File: config.mk
export PLATFORM = sky130hd
export DESIGN_NAME = mem_arb
export DESIGN_NICKNAME = d
export VERILOG_FILES = /design/src/rtl/mem_arb_pkg.sv /design/src/rtl/mem_arb.sv
export SDC_FILE = /design/constraint.sdc
export NUM_CORES = 1
export LEC_CHECK = 0
export BUFFER_PORTS_ARGS = -buffer_cell sky130_fd_sc_hd__buf_2
export CAP_MARGIN = 40
export CORE_ASPECT_RATIO = 1.5
export CORE_MARGIN = 5
export CORE_UTILIZATION = 37
export DETAILED_ROUTE_END_ITERATION = 7
export PLACE_DENSITY_LB_ADDON = 0.3
export SLEW_MARGIN = 20
export SYNTH_ARGS = -nofsm -noshare
export SYNTH_HDL_FRONTEND = slang
export SYNTH_SLANG_ARGS = --single-unit
File: constraint.sdc
create_clock -name clk -period 2.2 [get_ports clk]
set_clock_uncertainty 0.2 [all_clocks]
set_input_delay 0.44 -clock clk [delete_from_list [all_inputs] [get_ports clk]]
set_output_delay 0.44 -clock clk [all_outputs]
set_load 0.01 [all_outputs]
File: src/rtl/mem_arb_pkg.sv
// Shared definitions for the mem_arb SSRAM arbiter: bus widths, FSM state
// encoding and requester identifiers.
package mem_arb_pkg;

    localparam int ADDR_W       = 20;
    localparam int DATA_W       = 36;
    localparam int SSRAM_ADDR_W = 23;

    typedef logic [2:0] state_t;

    localparam state_t ST_IDLE = 3'd0;
    localparam state_t ST_WR_A = 3'd1;
    localparam state_t ST_WR_D = 3'd2;
    localparam state_t ST_RD_A = 3'd3;
    localparam state_t ST_RD_W = 3'd4;
    localparam state_t ST_RD_D = 3'd5;

    typedef logic req_id_t;

    localparam req_id_t REQ_CPU = 1'b0;
    localparam req_id_t REQ_CON = 1'b1;

    // States in which the granted requester sees its completion pulse.
    function automatic logic is_ack_state(input state_t s);
        return (s == ST_WR_D) || (s == ST_RD_D);
    endfunction

endpackage

File: src/rtl/mem_arb.sv
// Two-port (CPU / console) arbiter and sequencer in front of a synchronous SSRAM.
// Define MEM_ARB_FAIR_EN to bound consecutive CPU grants while the console waits.
module mem_arb
    import mem_arb_pkg::*;
#(
    parameter int FAIR_LIMIT = 4
) (
    input  logic                    clk,
    input  logic                    rst,
    input  logic                    cpuREQ,
    input  logic                    cpuWR,
    input  logic [ADDR_W-1:0]       cpuADDR,
    input  logic [DATA_W-1:0]       cpuDATAI,
    output logic                    cpuACK,
    output logic [DATA_W-1:0]       cpuDATAO,
    input  logic                    conREQ,
    input  logic                    conWR,
    input  logic [ADDR_W-1:0]       conADDR,
    input  logic [DATA_W-1:0]       conDATAI,
    output logic                    conACK,
    output logic [DATA_W-1:0]       conDATAO,
    output logic [SSRAM_ADDR_W-1:0] ssramADDR,
    output logic                    ssramWE_N,
    output logic                    ssramOE_N,
    output logic [DATA_W-1:0]       ssramDOUT,
    output logic                    ssramDOE,
    input  logic [DATA_W-1:0]       ssramDIN
);

    if (FAIR_LIMIT < 1) begin : g_bad_fair_limit
        $error("mem_arb: FAIR_LIMIT must be at least 1");
    end

    state_t            state_q, state_d;
    req_id_t           owner_q;
    logic [ADDR_W-1:0] addr_q;
    logic [DATA_W-1:0] wdata_q, cpu_datao_q, con_datao_q;
    logic              cpu_ack_q, con_ack_q, we_n_q, oe_n_q, doe_q;
    logic              grant_s, grant_wr_s, fair_force_s;
    req_id_t           grant_id_s;

    // Arbitration in IDLE and fixed sequencing through the access phases.
    always_comb begin
        state_d    = state_q;
        grant_s    = 1'b0;
        grant_id_s = REQ_CPU;
        grant_wr_s = 1'b0;
        case (state_q)
            ST_IDLE: begin
                if (cpuREQ || conREQ) begin
                    grant_s    = 1'b1;
                    grant_id_s = (conREQ && (!cpuREQ || fair_force_s)) ? REQ_CON : REQ_CPU;
                    grant_wr_s = (grant_id_s == REQ_CON) ? conWR : cpuWR;
                    state_d    = grant_wr_s ? ST_WR_A : ST_RD_A;
                end else begin
                    state_d = ST_IDLE;
                end
            end
            ST_WR_A: state_d = ST_WR_D;
            ST_WR_D: state_d = ST_IDLE;
            ST_RD_A: state_d = ST_RD_W;
            ST_RD_W: state_d = ST_RD_D;
            ST_RD_D: state_d = ST_IDLE;
            default: state_d = ST_IDLE;
        endcase
    end

    // Strobes and ACKs are registered from the next state so they line up with it.
    always_ff @(posedge clk) begin
        if (rst) begin
            state_q     <= ST_IDLE;
            owner_q     <= REQ_CPU;
            addr_q      <= {ADDR_W{1'b0}};
            wdata_q     <= {DATA_W{1'b0}};
            cpu_datao_q <= {DATA_W{1'b0}};
            con_datao_q <= {DATA_W{1'b0}};
            cpu_ack_q   <= 1'b0;
            con_ack_q   <= 1'b0;
            we_n_q      <= 1'b1;
            oe_n_q      <= 1'b1;
            doe_q       <= 1'b0;
        end else begin
            state_q   <= state_d;
            we_n_q    <= (state_d != ST_WR_A);
            oe_n_q    <= !((state_d == ST_RD_A) || (state_d == ST_RD_W));
            doe_q     <= (state_d == ST_WR_D);
            cpu_ack_q <= is_ack_state(state_d) && (owner_q == REQ_CPU);
            con_ack_q <= is_ack_state(state_d) && (owner_q == REQ_CON);
            if (grant_s) begin
                owner_q <= grant_id_s;
                addr_q  <= (grant_id_s == REQ_CON) ? conADDR : cpuADDR;
                wdata_q <= (grant_id_s == REQ_CON) ? conDATAI : cpuDATAI;
            end
            // SSRAM data is valid at the end of the wait cycle.
            if (state_q == ST_RD_W) begin
                if (owner_q == REQ_CON) begin
                    con_datao_q <= ssramDIN;
                end else begin
                    cpu_datao_q <= ssramDIN;
                end
            end
        end
    end

`ifdef MEM_ARB_FAIR_EN
    localparam int CNT_W = $clog2(FAIR_LIMIT + 1);
    localparam logic [CNT_W-1:0] LIMIT = CNT_W'(FAIR_LIMIT);

    logic [CNT_W-1:0] fair_cnt_q, fair_cnt_d;

    // Counts CPU grants taken while the console is waiting.
    always_comb begin
        fair_cnt_d = fair_cnt_q;
        if (!conREQ || (grant_s && (grant_id_s == REQ_CON))) begin
            fair_cnt_d = {CNT_W{1'b0}};
        end else if (grant_s && (fair_cnt_q != LIMIT)) begin
            fair_cnt_d = fair_cnt_q + CNT_W'(1);
        end else begin
            fair_cnt_d = fair_cnt_q;
        end
    end

    // Fairness counter register.
    always_ff @(posedge clk) begin
        if (rst) begin
            fair_cnt_q <= {CNT_W{1'b0}};
        end else begin
            fair_cnt_q <= fair_cnt_d;
        end
    end

    assign fair_force_s = (fair_cnt_q == LIMIT);
`else
    assign fair_force_s = 1'b0;
`endif

    assign cpuACK    = cpu_ack_q;
    assign conACK    = con_ack_q;
    assign cpuDATAO  = cpu_datao_q;
    assign conDATAO  = con_datao_q;
    assign ssramADDR = {3'b000, addr_q};
    assign ssramWE_N = we_n_q;
    assign ssramOE_N = oe_n_q;
    assign ssramDOE  = doe_q;
    assign ssramDOUT = wdata_q;

endmodule

# --- After elaboration in Yosys (flattened, before gate mapping) ---
# Cells that the tools add are included.
op_classes:
  eq_ne: 8
  mux: 11
  bitwise: 1
  n_reduce_logical: 11
ops:
  columns: ["op", "n"]
  rows:
  - ["two-way mux 36 bit", 1]
  - ["two-way mux 20 bit", 1]
  - ["case mux 3 bit (4 select lines)", 1]
  - ["== test 3 x 2 -> 1 bit (second input constant)", 3]
  - ["== test 3 bit (second input constant)", 3]
  - ["two-way mux 1 bit", 6]
  - ["two-way mux 2 bit", 2]
  - ["AND reduction 2 bit", 2]
  - ["== test 3 x 1 -> 1 bit (second input constant)", 1]
  - ["logical AND 1 bit", 3]
  - ["logical NOT 3 bit", 1]
  - ["logical OR 1 bit", 3]
  - ["inequality test 3 x 1 -> 1 bit (second input constant)", 1]
  - ["logical NOT 1 bit", 2]
  - ["NOT 1 bit", 1]
totals:
  regBits: 137
  in_bits: 154
  output_inout_bits: 136
  elab_cells: 42

# --- Depth between registers and ports, before layout ---
# Gate-level depths: netlist of the first run.
depth:
  depth_word: 10
  mapped_depth: 6
  mapped_depth_nobuf: 3

# --- Worst setup path after synthesis of the first run ---
# OpenSTA, ideal clock, no wires.
synth_timing:
  path_kind: "input to register"
  from: "in rst"
  to: "reg cpu_datao_q[10] (netlist: cpuDATAO[10])"
  setup_time_ps: 143
  arrival_time_ps: 1355
  required_time_ps: 1857
  path_slack_ps: 502
  stages: 4
  n_path_buf: 3
  cell_sequence: "buf_2 > buf_1 > clkbuf_1 > a21oi_2"
synth_lines:
  columns: ["item", "line_no", "text"]
  rows:
  - ["from (decl)", "mem_arb.sv:9", "input logic rst,"]
  - ["to (signal assigned)", "mem_arb.sv:75", "cpu_datao_q <= {DATA_W{1'b0}};"]
  - ["to (signal assigned)", "mem_arb.sv:99", "cpu_datao_q <= ssramDIN;"]
  - ["to (decl)", "mem_arb.sv:37", "logic [DATA_W-1:0] wdata_q, cpu_datao_q, con_datao_q;"]
# No word-level cell between the ends.

# --- Final worst setup path of the first run ---
layout_timing:
  from: "reg state_q[2]"
  to: "reg owner_q"
layout_via:
  elab_chain_len: 2
  elab_cells_between_ends: 3
  cone_classes: "2 x mux; 1 x reduce/logical"
layout_lines:
  columns: ["item", "line_no", "text"]
  rows:
  - ["from (decl)", "mem_arb.sv:34", "state_t state_q, state_d;"]
  - ["from (signal assigned)", "mem_arb.sv:83", "state_q <= state_d;"]
  - ["logical NOT 3 bit (*)", "mem_arb.sv:48", "case (state_q)"]
  - ["two-way mux 1 bit", "mem_arb.sv:48", null]
  - ["to (signal assigned)", "mem_arb.sv:90", "owner_q <= grant_id_s;"]
  - ["to (decl)", "mem_arb.sv:35", "req_id_t owner_q;"]
# Every way passes the cells marked *; elsewhere a longest branch is shown, timed or not.
# A chain may end at the register's enable or synchronous reset.

==> run summary, run 1 <==
commonest cells after routing, fill and taps aside = buf_2 (285), nand2_1 (149), dfxtp_1 (137), a21oi_1 (62), inv_1 (57)
static leakage = 3.331 nW
Post-Syn Instances = 614
layout cell share with drive strength beyond 1 = 39.57%
starting density of the core = 37.73%
global router's overall resource usage = 18.62%
setup violators final = 0
Max Slew Vio Count = 0
Post-synth EDFFs = 0
vias in the first global route = 5107
ys flop type = dfxtp_1
hold_buf cts = 0
Peak Freq = 561.2 MHz
Cell variety after synth = 31
DRC = 0
H-Tree Depth = 4
CP cell instances = nor3_4, buf_4, a21oi_1, a211oi_1
final instance area = 0.007455 sq mm
Tcrit/Tclk final = 81.00%
Critical Path Start = state_q[2]
Max Cap Violations = 0
CTS Buf Count = 17
slowest stage delay, CP = 0.54 ns
grt total ovfl = 0
via count = 5273
Final HPWL DP = 11870 um
min Tclk post-route = 1.782 ns
Syn-to-layout area delta = 40.55%
R2R Path Start = state_q[2]
PwrDens = 884.1 mW/mm^2
initial antenna violation count = 0
Reg clk slew, reported paths = 0.06 ns
YS warnings = 0
most common cell after layout, fill and taps aside = buf_2
DR iter-0 viols = 276
placed instance area = 0.006847 sq mm
row cnt = 53
Avg Cell Area, Syn = 8.638 sq um
die area = 0.01688 sq mm
worst skew pair latency = 0.40 ns
n_diodes = 0
first-pass GRT wire length = 25120 um
Tot Pwr = 6.591 mW
WL final = 16420 um
maximum VDD drop = 0.5964 mV
Final Util = 53.03%
slew margin rel. = 48.14%
post-route ant nets = 0
# resized after CTS = 0
Critical Path AT = 1.90 ns
PortBufs = 286
DR WL/cell = 15.22 um
post-synthesis sequential area ratio = 51.71%
Setup CP Type = flip-flop to flip-flop
Hold Vio Cnt, Final = 0
flop2flop setup slack = 0.42 ns
Crit path required time = 2.32 ns
Longest Clk Path Bufs = 2
Critical Path Start Type = flip-flop
Layout Nets = 1029
Worst-Margin Slew = 0.7749 ns
CP max stage cell = buf_4
CTS tree = built
flops & latches, synth = 137
Final TNS setup = 0 ns
clk sinks = 137
status = complete, no violations
Top Ports = 290
Post-CTS Setup Inserts = 0
Post-Syn Area = 0.005304 sq mm
pin count of the biggest net entering global routing = 73
RSZ-0062 raised after global routing = false
hold path startpoint = ssramDIN[11]
core region area = 0.01406 sq mm
Vias/cell = 4.887
Min-Delay Path Class = input port to flip-flop
die height = 156.6 um
die width = 107.8 um
Root Driver = clkbuf_16
1st-pass router iterations = 4
crit path capture type = flip-flop
worst hold slack = 0.08481 ns
Crit Path Max Fanout = 58
RD Place Congestion = 0.7812
Synth async-reset ratio = 0%
==> through the flow <==
stage | worst slack [ns] | instances
2_1_floorplan | 0.5019 | 616
3_3_place_gp | 0.2380 | 1048
3_5_place_dp | 0.2024 | 1048
4_1_cts | 0.3973 | 1079
5_1_grt | 0.2987 | 1079
6_report | 0.4180 | 1079
==> worst max-delay path: cells and delay by family (launching register included) <==
kind                   cells  cell delay (ns)
buffers and inverters      1             0.54
and+or+nand+nor            1             0.25
DFF                        1             0.34
AOI/OAI and AO/OA          2             0.36
==> routing by layer <==
layer  global-route usage [%]  routed length (um)
met1                    22.41                6502
met2                    30.78                8081
met3                    5.984                1485
met4                    7.280                 350
met5                        0                   0
==> state kept, by name, summed over array words and instances, names as in the netlist <==
register / cells
addr_q: 20
conACK: 1
conDATAO: 36
cpuACK: 1
cpuDATAO: 36
owner_q: 1
ssramDOE: 1
ssramDOUT: 36
ssramOE_N: 1
ssramWE_N: 1
state_q: 3
==> kinds of logic after synthesis <==
logic type	Yosys count	share of synthesized area [%]
xor gates and xnor gates	1	0.1652
other	1	0.07070
AOI/OAI and AO/OA	192	24.42
buffers and inverters	117	10.36
and+or+nand+nor	166	13.28
DFF	137	51.71
==> power by group <==
part           internal, mW  switching [mW]
clock                  1.82            1.11
sequential             2.65          0.0846
combinational         0.402           0.527
total                  4.87            1.72
==> worst paths after layout <==
kind / endpoint / cells after the start
min: conDATAO[11] / 3
min reg2reg: cpuDATAO[32] / 2
max: owner_q / 4
max reg2reg: owner_q / 4
==> final cells by class <==
cell class | instances | area (sq um)
inverter | 57 | 214.0
tap | 192 | 240.2
multi-input combinational | 362 | 2048
clock inverter | 13 | 168.9
fill | 1382 | 6604
clock buffer | 18 | 439.2
sequential | 137 | 2743
timing repair buffer | 300 | 1602
==> cells in the mapped netlist, drive strengths merged, types with 2 or more instances <==
master	instances	share of area [%]
nand2	149	11
dfxtp	137	52
a21oi	75	8.0
inv	57	4.0
a221oi	56	9.2
o22ai	56	6.6
buf	37	4.7
clkbuf	23	1.6
nor3	4	0.59
nor4	3	0.35
o21ai	3	0.28
nor4b	2	0.61
Note: power is estimated with default switching activity, not from simulation.
==> run 2, diff against run 1 <==
==> constraint.sdc (replaced) <==
create_clock -name clk -period 1.7 [get_ports clk]
set_clock_uncertainty 0.2 [all_clocks]
set_input_delay 0.34 -clock clk [delete_from_list [all_inputs] [get_ports clk]]
set_output_delay 0.34 -clock clk [all_outputs]
set_load 0.01 [all_outputs]
==> run summary, run 2 (synthesis results as in run 1) <==
Final WS setup = 0.09217 ns (-0.3258 ns)
worst skew pair latency = 0.40 ns (about the same)
R2R Path Start = state_q[2]
Syn-to-layout area delta = 50.72%
Peak Freq = 622.0 MHz (+11%)
Longest Clk Path Bufs = 2 (unchanged)
hold path startpoint = cpuWR
grt total ovfl = 0 (unchanged)
post-route ant nets = 0 (unchanged)
area of the multi-input gates = 0.002098 sq mm (+2.4%)
WL final = 16980 um (+3.4%)
1st-pass router iterations = 4 (unchanged)
min Tclk post-route = 1.608 ns (-0.1742 ns)
setup violators final = 0 (unchanged)
PwrDens = 1074 mW/mm^2 (+21%)
pre-CTS setup slack = 0.04982 ns (-0.1526 ns)
initial antenna violation count = 0 (unchanged)
status = complete, no violations
CTS Buf Count = 17 (unchanged)
row cnt = 53 (unchanged)
commonest cells after routing, fill and taps aside = buf_2 (285), nand2_1 (149), dfxtp_1 (137), a21oi_1 (62), inv_1 (57)
starting density of the core = 37.73% (unchanged)
layout cell share with drive strength beyond 1 = 39.18% (-0.39 points)
DR WL/cell = 15.15 um (-0.46%)
hold depth = 4 (+1)
first-pass GRT wire length = 26640 um (+6.0%)
Setup CP Type = flip-flop to flip-flop
Post-CTS Setup Inserts = 0 (unchanged)
vias in the first global route = 5548 (+8.6%)
pin count of the biggest net entering global routing = 68 (-6.8%)
Critical Path AT = 1.71 ns (-0.19 ns)
RSZ-0062 raised after global routing = false
crit path capture type = flip-flop
n_diodes = 0 (unchanged)
H-Tree Depth = 4 (unchanged)
Reg clk slew, reported paths = 0.06 ns (about the same)
static leakage = 3.540 nW (+6.3%)
PortBufs = 286 (unchanged)
Final TNS setup = 0 ns (unchanged)
Critical Path Start Type = flip-flop
Root Driver = clkbuf_16
die area = 0.01688 sq mm (unchanged)
global router's overall resource usage = 19.53% (+0.91 points)
Hold EP = ssramWE_N
DRC = 0 (unchanged)
FILL cells = 1313 (-5.0%)
Layout Nets = 1071 (+4.1%)
most common cell after layout, fill and taps aside = buf_2
Crit Path Max Fanout = 34 (-41%)
Top Ports = 290 (unchanged)
die width = 107.8 um (unchanged)
core region area = 0.01406 sq mm (unchanged)
Vias/cell = 4.896 (+0.18%)
Max Slew Vio Count = 0 (unchanged)
area occupied by registers = 0.002743 sq mm (unchanged)
CTS tree = built
Min-Delay Path Class = input port to flip-flop
clk sinks = 137 (unchanged)
via count = 5488 (+4.1%)
maximum VDD drop = 0.5294 mV (-11%)
Crit path required time = 1.80 ns (-0.52 ns)
Reg2Reg Depth = 5 (+1)
flop2flop setup slack = 0.09 ns (-0.33 ns)
DR iter-0 viols = 233 (-16%)
Max Cap Violations = 0 (unchanged)
worst flop-to-flop path endpoint = ssramDOUT[27]
die height = 156.6 um (unchanged)
Hold Vio Cnt, Final = 0 (unchanged)
RD Place Congestion = 0.7967 (+2.0%)
worst hold slack = 0.04704 ns (-0.03777 ns)
Final HPWL DP = 12040 um (+1.5%)
Tcrit/Tclk final = 94.58% (+14 points)
==> run 2: worst max-delay path by stage <==
| stage | from | to | depth (start not counted) |
|---|---|---|---|
| final | state_q[2] | ssramDOUT[27] | 5 |
| after global routing | state_q[2] | ssramDOUT[7] | 5 |
| after CTS | state_q[2] | ssramDOUT[16] | 5 |
| after detailed placement | state_q[2] | ssramDOUT[16] | 5 |
| after global placement | state_q[2] | ssramDOUT[29] | 5 |
| after floorplan | owner_q | cpuDATAO[10] | 5 |
==> run 2: layout make-up <==
type,instances,share of cell area [%]
flip-flops and latches,137,34.31
clock inverters,14,2.003
clock buffers,17,5.322
inverters,57,2.676
repair buffers,342,26.44
well taps,192,3.005
multi-input cells,362,26.25
==> run 2: what timing repair did <==
item	CTS	global route
endpoints found under the setup margin	0	9
hold buffers	37	0
hold endpoints to repair	72	0
resized for setup	0	9
==> run 2: through the flow <==
stage	cells	utilization (%)	area, sq um	power, mW
floorplan	616	-	5311	4.259
global placement	1053	49.68	6984	4.874
detailed placement	1053	49.68	6984	4.889
CTS	1121	56.48	7940	8.646
global route	1121	56.86	7994	8.973
finish	1121	56.86	7994	8.583
==> run 2: critical path, cell delays in order, from the launching register on <==
cell	delay, ns
dfxtp_1	0.30
buf_4	0.17
nor3_4	0.23
o21ai_4	0.10
buf_12	0.18
a221oi_1	0.31
==> run 2: where the power goes <==
| part | switching [mW] | internal (mW) |
|---|---|---|
| clock network | 1.48 | 2.19 |
| logic | 0.746 | 0.643 |
| registers | 0.101 | 3.43 |
| total | 2.33 | 6.26 |
==> run 2: per-layer routing <==
layer | wire (um) | track usage (%) | up-vias | share of wire, %
li1 | - | - | 2732 | -
met4 | 453 | 7.641 | 0 | 2.7
met5 | 0 | 0 | - | 0
met3 | 1508 | 5.902 | 28 | 8.9
met1 | 6748 | 23.28 | 2469 | 40
met2 | 8271 | 32.83 | 259 | 49
==> run 3, diff against run 2 <==
--- a/config.mk
+++ b/config.mk
@@ -12,6 +12,7 @@
 export CORE_UTILIZATION = 37
 export DETAILED_ROUTE_END_ITERATION = 7
 export PLACE_DENSITY_LB_ADDON = 0.3
+export REMOVE_ABC_BUFFERS = 1
 export SLEW_MARGIN = 20
 export SYNTH_ARGS = -nofsm -noshare
 export SYNTH_HDL_FRONTEND = slang
==> run summary, run 3 (synthesis results as in run 1) <==
CP max stage cell = dfxtp_1
DR WL/cell = 16.42 um (+8.4%)
pin count of the biggest net entering global routing = 58 (-15%)
Final WS setup = 0.04350 ns (-0.04866 ns)
CTS tree = built
crit path capture type = flip-flop
starting density of the core = 37.73% (unchanged)
die height = 156.6 um (unchanged)
placed cells = 1053 (unchanged)
grt total ovfl = 0 (unchanged)
1st-pass router iterations = 4 (unchanged)
die width = 107.8 um (unchanged)
worst flop-to-flop path endpoint = addr_q[0]
RSZ-0062 raised after global routing = true
Peak Freq = 603.7 MHz (-2.9%)
CP cell instances = buf_6, nor3_4, o21ai_4, clkbuf_16, a221oi_1
power share of the sequential group = 39.2% (-1.9 points)
min Tclk post-route = 1.656 ns (+0.04866 ns)
status = complete, no violations
DRC = 0 (unchanged)
Hold EP = ssramWE_N
Tcrit/Tclk final = 97.44% (+2.9 points)
vias in the first global route = 5333 (-3.9%)
Top Ports = 290 (unchanged)
core region area = 0.01406 sq mm (unchanged)
H-Tree Depth = 4 (unchanged)
hold depth = 4 (unchanged)
setup violators final = 0 (unchanged)
worst skew pair latency = 0.40 ns (about the same)
Crit Path Max Fanout = 14 (-59%)
via count = 5526 (+0.69%)
PortBufs = 286 (unchanged)
Setup CP Type = flip-flop to flip-flop
post-route ant nets = 0 (unchanged)
Longest Clk Path Bufs = 2 (unchanged)
Reg2Reg Depth = 5 (unchanged)
Final HPWL DP = 12230 um (+1.5%)
static leakage = 3.628 nW (+2.5%)
WL final = 18520 um (+9.1%)
clk sinks = 137 (unchanged)
maximum VDD drop = 0.6421 mV (+21%)
layout cell share with drive strength beyond 1 = 40.49% (+1.3 points)
Critical Path Start Type = flip-flop
Min-Delay Path Class = input port to flip-flop
cell-internal power = 6.663 mW (+6.5%)
Crit path required time = 1.81 ns (about the same)
area occupied by registers = 0.002744 sq mm (about the same)
final instance area = 0.008190 sq mm (+2.5%)
R2R Path Start = state_q[2]
Vias/cell = 4.899 (about the same)
die area = 0.01688 sq mm (unchanged)
NetSw = 2.345 mW (+0.84%)
pre-CTS setup slack = 0.07222 ns (+0.02240 ns)
global router's overall resource usage = 19.96% (+0.43 points)
slowest stage delay, CP = 0.32 ns (about the same)
PwrDens = 1100 mW/mm^2 (+2.4%)
placed instance area = 0.006947 sq mm (-0.54%)
Tot Pwr = 9.009 mW (+5.0%)
DR iter-0 viols = 295 (+27%)
area of the multi-input gates = 0.002148 sq mm (+2.4%)
Syn-to-layout area delta = 54.42%
initial antenna violation count = 0 (unchanged)
Non-Filler Instances = 1128 (+0.62%)
Layout Nets = 1077 (+0.56%)
FILL cells = 1285 (-2.1%)
hold path startpoint = conWR
clock share of power = 43.7% (+1.0 points)
Max Cap Violations = 0 (unchanged)
flop2flop setup slack = 0.04 ns (-0.05 ns)
combinational share of power = 17.1% (+0.9 points)
Max Slew Vio Count = 0 (unchanged)
sw frac = 26.03% (-1.1 points)
Reg clk slew, reported paths = 0.06 ns (about the same)
n_diodes = 0 (unchanged)
Root Driver = clkbuf_16
Hold Vio Cnt, Final = 0 (unchanged)
Critical Path AT = 1.77 ns (+0.06 ns)
row cnt = 53 (unchanged)
commonest cells after routing, fill and taps aside = buf_2 (285), nand2_1 (149), dfxtp_1 (136), a21oi_1 (62), inv_1 (57)
most common cell after layout, fill and taps aside = buf_2
CTS Buf Count = 17 (unchanged)
first-pass GRT wire length = 27060 um (+1.6%)
RD Place Congestion = 0.7729 (-3.0%)
-- run 3: changes by cell type in the layout (fill, tap and decap cells not counted), sizes merged --
cell,previous run,this run
bufinv,2,4
clkinvlp,3,2
inv,63,59
clkinv,3,5
clkbuf,17,22
buf,305,308
-- run 3: how the worst max path moves through the flow --
| stage | start | endpoint | slack (ns) | depth (start not counted) |
|---|---|---|---|---|
| final | state_q[2] | addr_q[0] | 0.04 | 5 |
| after global routing | state_q[2] | ssramDOUT[5] | -0.10 | 5 |
| after CTS | state_q[2] | ssramDOUT[18] | 0.05 | 5 |
| after detailed placement | cpuREQ | ssramDOUT[20] | 0.07 | 5 |
| after global placement | state_q[2] | ssramDOUT[33] | 0.09 | 5 |
| after floorplan | state_q[1] | addr_q[0] | -1.95 | 3 |
-- run 3: power by group through the flow --
stage / clock network (mW) / logic (mW) / registers [mW]
final: 3.94 / 1.54 / 3.53
after global routing: 4.18 / 1.67 / 3.55
after CTS: 4.03 / 1.34 / 3.53
after detailed placement: 0 / 1.27 / 3.60
after global placement: 0 / 1.27 / 3.59
after floorplan: 0 / 0.440 / 3.71
-- run 3: cell type report --
cell class	instances	share of cell area, %
Sequential cell	137	33.50
Timing Repair Buffer	348	26.96
Multi-Input combinational cell	362	26.23
Clock buffer	19	5.408
Tap cell	192	2.933
Inverter	57	2.612
Clock inverter	13	2.353
-- run 3: critical path: cells and delay by family (launching register included) --
| kind | cells | cell delay (ns) |
|---|---|---|
| compound gates | 2 | 0.44 |
| buf+inv | 2 | 0.38 |
| flops | 1 | 0.32 |
| simple gates | 1 | 0.23 |
-- run 3: repair_timing --
item	in CTS	in global routing
setup endpoints to repair	0	55
hold endpoints to repair	72	0
hold buffers	37	0
setup buffers	0	1
resized for setup	0	24
-- run 3: metrics by stage --
step | utilization, % | TNS (ns) | hold slack (ns)
2_1_floorplan | - | -191.79 | 0.2024
4_1_cts | 56.57 | 0 | 0.002604
5_1_grt | 58.26 | -2.213 | 0.02444
3_3_place_gp | 49.41 | 0 | 0.2379
3_5_place_dp | 49.41 | 0 | 0.2441
6_report | 58.26 | 0 | 0.02179
-- run 3: layer usage --
layer  GRT usage, %  share of wire (%)  vias up
met1          22.49                 38     2521
met4          5.054               0.55        0
met5              0                  0        -
li1               -                  -     2747
met3          8.502                 12        8
met2          34.61                 50      250
